[config.mk]
export PLATFORM = sky130hd
export DESIGN_NAME = wr_ptr_full
export DESIGN_NICKNAME = d
export VERILOG_FILES = /design/src/rtl/wr_ptr_full.sv
export SDC_FILE = /design/constraint.sdc
export NUM_CORES = 1
export LEC_CHECK = 0
export CAP_MARGIN = 25
export CORE_ASPECT_RATIO = 0.9
export CORE_UTILIZATION = 45
export DETAILED_ROUTE_END_ITERATION = 10
export GPL_ROUTABILITY_DRIVEN = 0
export PLACE_DENSITY = 0.76
export SLEW_MARGIN = 5
export SYNTH_ARGS = -nofsm -noshare
export SYNTH_HDL_FRONTEND = slang
export SYNTH_SLANG_ARGS = --single-unit
[constraint.sdc]
create_clock -name Src_clk -period 2.88 [get_ports Src_clk]
set_input_delay 0.576 -clock Src_clk [delete_from_list [all_inputs] [get_ports Src_clk]]
set_output_delay 0.576 -clock Src_clk [all_outputs]
set_load 0.02 [all_outputs]
[src/rtl/wr_ptr_full.sv]
// Write-side pointer and full logic for an async FIFO.
// Binary/Gray write pointer, registered full, overflow pulse.
//
// Ports:
//   Src_clk      write-domain clock (rising edge)
//   rst          synchronous active-low reset
//   wr_en        producer write request
//   sync_rd_gray Gray read pointer, already synchronized
//   wr_addr      memory write address
//   wr_gray_ptr  registered Gray write pointer
//   full         registered full flag
//   overflow     one-cycle pulse: write attempted while full
//   almost_full  registered almost-full flag
//                (port present only with `define WR_ALMOST_FULL_EN)
module wr_ptr_full #(
  parameter int ADDR_WIDTH = 4,
  parameter int AF_MARGIN  = 2
) (
  input  logic                  Src_clk,
  input  logic                  rst,
  input  logic                  wr_en,
  input  logic [ADDR_WIDTH:0]   sync_rd_gray,
  output logic [ADDR_WIDTH-1:0] wr_addr,
  output logic [ADDR_WIDTH:0]   wr_gray_ptr,
  output logic                  full,
`ifdef WR_ALMOST_FULL_EN
  output logic                  almost_full,
`endif
  output logic                  overflow
);

  localparam int DEPTH = 2 ** ADDR_WIDTH;

  if (AF_MARGIN < 0 || AF_MARGIN > DEPTH) begin : g_af_chk
    $error("AF_MARGIN out of range");
  end

  logic [ADDR_WIDTH:0] r_bin;
  logic [ADDR_WIDTH:0] r_gray;
  logic                r_full;
  logic                r_ovf;

  logic                w_accept;
  logic [ADDR_WIDTH:0] w_bin_next;
  logic [ADDR_WIDTH:0] w_gray_next;
  logic [ADDR_WIDTH:0] w_full_cmp;
  logic                w_full_next;

  assign w_accept    = wr_en & ~r_full;
  assign w_bin_next  = r_bin
                     + {{ADDR_WIDTH{1'b0}}, w_accept};
  assign w_gray_next = w_bin_next ^ (w_bin_next >> 1);

  // Full when write pointer is exactly one lap ahead:
  // in Gray form the two MSBs differ, the rest match.
  assign w_full_cmp  = {~sync_rd_gray[ADDR_WIDTH:ADDR_WIDTH-1],
                         sync_rd_gray[ADDR_WIDTH-2:0]};
  assign w_full_next = (w_gray_next == w_full_cmp);

  always_ff @(posedge Src_clk) begin
    if (!rst) begin
      r_bin  <= '0;
      r_gray <= '0;
      r_full <= 1'b0;
      r_ovf  <= 1'b0;
    end else begin
      r_bin  <= w_bin_next;
      r_gray <= w_gray_next;
      r_full <= w_full_next;
      r_ovf  <= wr_en & r_full;
    end
  end

  assign wr_addr     = r_bin[ADDR_WIDTH-1:0];
  assign wr_gray_ptr = r_gray;
  assign full        = r_full;
  assign overflow    = r_ovf;

`ifdef WR_ALMOST_FULL_EN
  localparam logic [ADDR_WIDTH:0] AF_LEVEL =
    (ADDR_WIDTH+1)'(DEPTH - AF_MARGIN);

  logic [ADDR_WIDTH:0] w_rd_bin;
  logic [ADDR_WIDTH:0] w_level;
  logic                r_af;

  // Gray to binary: each bit is the XOR of itself
  // and every more-significant Gray bit.
  always_comb begin
    w_rd_bin = '0;
    for (int i = 0; i <= ADDR_WIDTH; i++) begin
      w_rd_bin[i] = ^(sync_rd_gray >> i);
    end
  end

  assign w_level = w_bin_next - w_rd_bin;

  always_ff @(posedge Src_clk) begin
    if (!rst) begin
      r_af <= 1'b0;
    end else begin
      r_af <= (w_level >= AF_LEVEL);
    end
  end

  assign almost_full = r_af;
`endif

endmodule

### Word level (Yosys, flattened, before mapping)

Cells that the tools add are included.
W data, S select, Z words.

* register bits after elaboration: 12
* word-level logic and storage cells: 11

* add/sub/neg operators: 1
* equal/unequal tests: 1
* bitwise operators: 5

Operator list (count)
* $add A5 B1 Y5: 1
* $eq A5 B5 Y1: 1
* $xor A5 B4 Y5: 1
* $and A1 B1 Y1: 2
* $not A2 Y2: 1
* $not A1 Y1: 1

### Depth between registers and ports, before layout

* depth after elaboration: 5
* gate-level depth with buffers: 8

### Least setup slack after synthesis

OpenSTA, ideal clock, no wires.

* kind: in2reg
* start point: in wr_en
* end point: reg r_full, in the netlist full
* library setup time: 0.103 ns
* arrival time: 2.083 ns
* data required time: 2.777 ns
* slack: 0.694 ns
* stages on the path: 8
* buffers on the path: 1
* cell sequence: nor2b_1 -> ha_1 -> ha_1 -> buf_4 -> xnor3_1 -> nor3_1 -> o21ai_1 -> a2111oi_2

* cells in the longest elaborated chain, start to end: 4

RTL lines
* start: declaration: line 21 `input logic wr_en,`
* $and A1 B1 Y1: line 49 `assign w_accept = wr_en & ~r_full;`
* $add A5 B1 Y5: line 51 `+ {{ADDR_WIDTH{1'b0}}, w_accept};`
* $xor A5 B4 Y5: line 52 `assign w_gray_next = w_bin_next ^ (w_bin_next >> 1);`
* $eq A5 B5 Y1: line 58 `assign w_full_next = (w_gray_next == w_full_cmp);`
* end signal: assignment: line 69 `r_full <= w_full_next;`
* end: declaration: line 40 `logic r_full;`

No other way between the ends.
A chain may end at the register's enable or synchronous reset.

### Worst setup path in the final report

Ends and elaborated chain as after synthesis.

==> impl_metrics.env <==
export IMPL_synthDistinctLibCells=29
export IMPL_clkPwrFrac=0.300
export IMPL_place_inst=101
export IMPL_synth_fa_ha_area_frac=0.0381
export IMPL_synth_warning_count=0
export IMPL_fin_tns_setup_ns=0
export IMPL_avgSynthCellArea_um2=9.38
export IMPL_coreArea_um2=1290
export IMPL_seq_area_frac_synth=0.335
export IMPL_drive_gt1_frac=0.121
export IMPL_reg2reg_setup_slack_ns=0.90
export IMPL_fin_nets=102
export IMPL_dr_pass1_iters=4
export IMPL_portBuffers=18
export IMPL_grt_pass1_wl_um=1980
export IMPL_synthTopCellsByCount="11 x dfxtp_1, 5 x inv_1, 5 x nor2_1, 5 x xor2_1"
export IMPL_n_antenna_cell=0
export IMPL_crit_path_start_kind="primary input"
export IMPL_yosysTopAreaCellShare=0.335
export IMPL_h_tree_depth=1
export IMPL_slew_limit_headroom=0.768
export IMPL_synthXorXnorAreaFrac=0.189
export IMPL_hold_slack_ns=0.521
export IMPL_synth_fp_nets=80
export IMPL_insertion_delay_ns=0.27
export IMPL_end_kind="register"
export IMPL_hold_class="register to register"
export IMPL_final_min_clock_period_ns=2.44
export IMPL_detail_route_antenna_nets=0
export IMPL_status="finished, final reports clean"
export IMPL_num_rows=12
export IMPL_postCtsSetupBuffers=0
export IMPL_vdd_ir_drop_max_v=0.000286
export IMPL_vias_per_cell=5.20
export IMPL_hold_viol_final=0
export IMPL_cp_arrival_ns=2.60
export IMPL_cts_path_max_buffers=2
export IMPL_cts_tree="done"
export IMPL_synthFlopType="dfxtp_1"
export IMPL_synth_top_family_by_area="simple AND/OR/NAND/NOR gates"
export IMPL_drt_total_wl_um=1190
export IMPL_initial_core_util=0.509
export IMPL_die_w_um=42.3
export IMPL_post_route_period_util=0.847
export IMPL_synth_area_mux_share=0
export IMPL_fin_cells=105
export IMPL_cts_made_buffers=3
export IMPL_drc_errors=0
export IMPL_fp_dieArea_um2=1620
export IMPL_syn_area_um2=657
export IMPL_setup_viol=0
export IMPL_fin_util=0.671
export IMPL_holdBufCountCts=0
export IMPL_cap_violations=0
export IMPL_power_frac_seq=0.472
export IMPL_ys_async_sr_fraction=0
export IMPL_pwr_share_comb=0.229
export IMPL_power_density_nw_per_um2=404
export IMPL_skew_ns=0.00102
export IMPL_worstSetupPathType="primary input to register"
export IMPL_cts_resized_gates=0
export IMPL_worstPathRequired_ns=3.04
export IMPL_overflow=0
export IMPL_drv_slew=0
export IMPL_antenna_found_initial=0
export IMPL_synth_compound_area_share=0.137
export IMPL_ys_ff_latch=11
export IMPL_synth_area_top_cells="dfxtp_1 34%, xnor3_1 6.9%, xor2_1 6.7%, xnor2_1 5.3%, ha_1 3.8%"
export IMPL_vias=546
export IMPL_worst_pin_slew_ns=0.348
export IMPL_fmax_mhz=410
export IMPL_postPlaceCellArea_um2=840
export IMPL_hpwl_um=922
export IMPL_wl_per_cell_um=11.3
export IMPL_rsz0062_at_grt="false"
export IMPL_internal_power_uw=257
export IMPL_final_cell_area_um2=866
export IMPL_leakagePower_nw=0.357
export IMPL_yosysMostFrequentCell="dfxtp_1"
export IMPL_path_max_fanout=6
export IMPL_synth_top_cell_by_area="dfxtp_1"
export IMPL_synth_simple_area_share=0.227
export IMPL_synthCells=70
export IMPL_p_sw_uw=93.0
export IMPL_area_growth_pct=31.8
export IMPL_die_y_um=38.2
export IMPL_ios=19
export IMPL_first_iter_violations=6
export IMPL_clkTransAtPathRegs_ns=0.07
export IMPL_gr_usage_all_layers=0.172
export IMPL_cts_sinks=11
export IMPL_synth_edf_count=0
export IMPL_clock_root_buffer="clkbuf_4"
export IMPL_grt_max_degree=12
export IMPL_swShare=0.266
export IMPL_grt_pass1_vias=489
## critical path, stage by stage
cell and delay [ns]:
clkdlybuf4s50_1 0.46, nor2b_1 0.13, ha_1 0.17, ha_1 0.25, and3_4 0.22, xnor3_1 0.21, nand4bb_1 0.20, a2111oi_2 0.38
## cell families (layout without fill, tap and decap cells)
kind of cell,after synthesis,count (layout)
compound gates,13,13
fa+ha+maj,2,2
xor+xnor,11,11
simple gates,25,25
flops,11,11
buf+inv,8,29
## state kept, by name, summed over array words and instances (netlist names)
signal,count
full,1
overflow,1
r_bin,5
wr_gray_ptr,4
## layer usage
layer | part of all wire | up-vias | track usage
li1 | - | 284 | -
met1 | 0.44 | 237 | 0.186
met2 | 0.48 | 23 | 0.300
met3 | 0.076 | 2 | 0.0896
met4 | 0.0084 | 0 | 0.0469
met5 | 0 | - | 0
## power by group through the flow
stage | combinational, mW | clock, mW | sequential [mW]
4_1_cts | 0.0812 | 0.111 | 0.165
3_3_place_gp | 0.0796 | 0 | 0.169
3_5_place_dp | 0.0809 | 0 | 0.169
5_1_grt | 0.0886 | 0.115 | 0.166
6_report | 0.0801 | 0.105 | 0.165
2_1_floorplan | 0.0382 | 0 | 0.178
## path summary, 6_finish.rpt
check	from	end	depth (start not counted)
max	wr_en	full	8
max reg2reg	full	full	7
min reg2reg	full	overflow	1
min	full	overflow	1
## through the flow
| step | power [mW] | setup slack [ns] |
|---|---|---|
| 2_1_floorplan | 0.216 | 0.694 |
| 3_3_place_gp | 0.249 | 0.243 |
| 3_5_place_dp | 0.250 | 0.163 |
| 4_1_cts | 0.357 | 0.436 |
| 5_1_grt | 0.370 | 0.312 |
| 6_report | 0.350 | 0.441 |
## cell usage in the layout, fill, tap and decap left out, drive strengths merged
cell and count:
dfxtp 11, a211oi 1, a21oi 4, a41oi 1, nand3 2, a21bo 1, xnor3 2, nor2 5
o21ai 4, nand2 1, nand4bb 1, inv 5, clkdlybuf4s50 18, nor2b 3, a2111oi 1, buf 2
xnor2 4, xor2 5, clkbuf 4, nor3 3, nor3b 1, a21o 1, nand3b 1, or2 1
ha 2, and2 2, and3 5
## layout make-up
type	instances	area (um2)
inverters	5	18.8
flip-flops and latches	11	220
fillers	115	425
clock buffers	4	26.3
repair buffers	20	195
multi-input cells	51	388
well taps	14	17.5
Note: power is estimated with default switching activity, not from simulation.
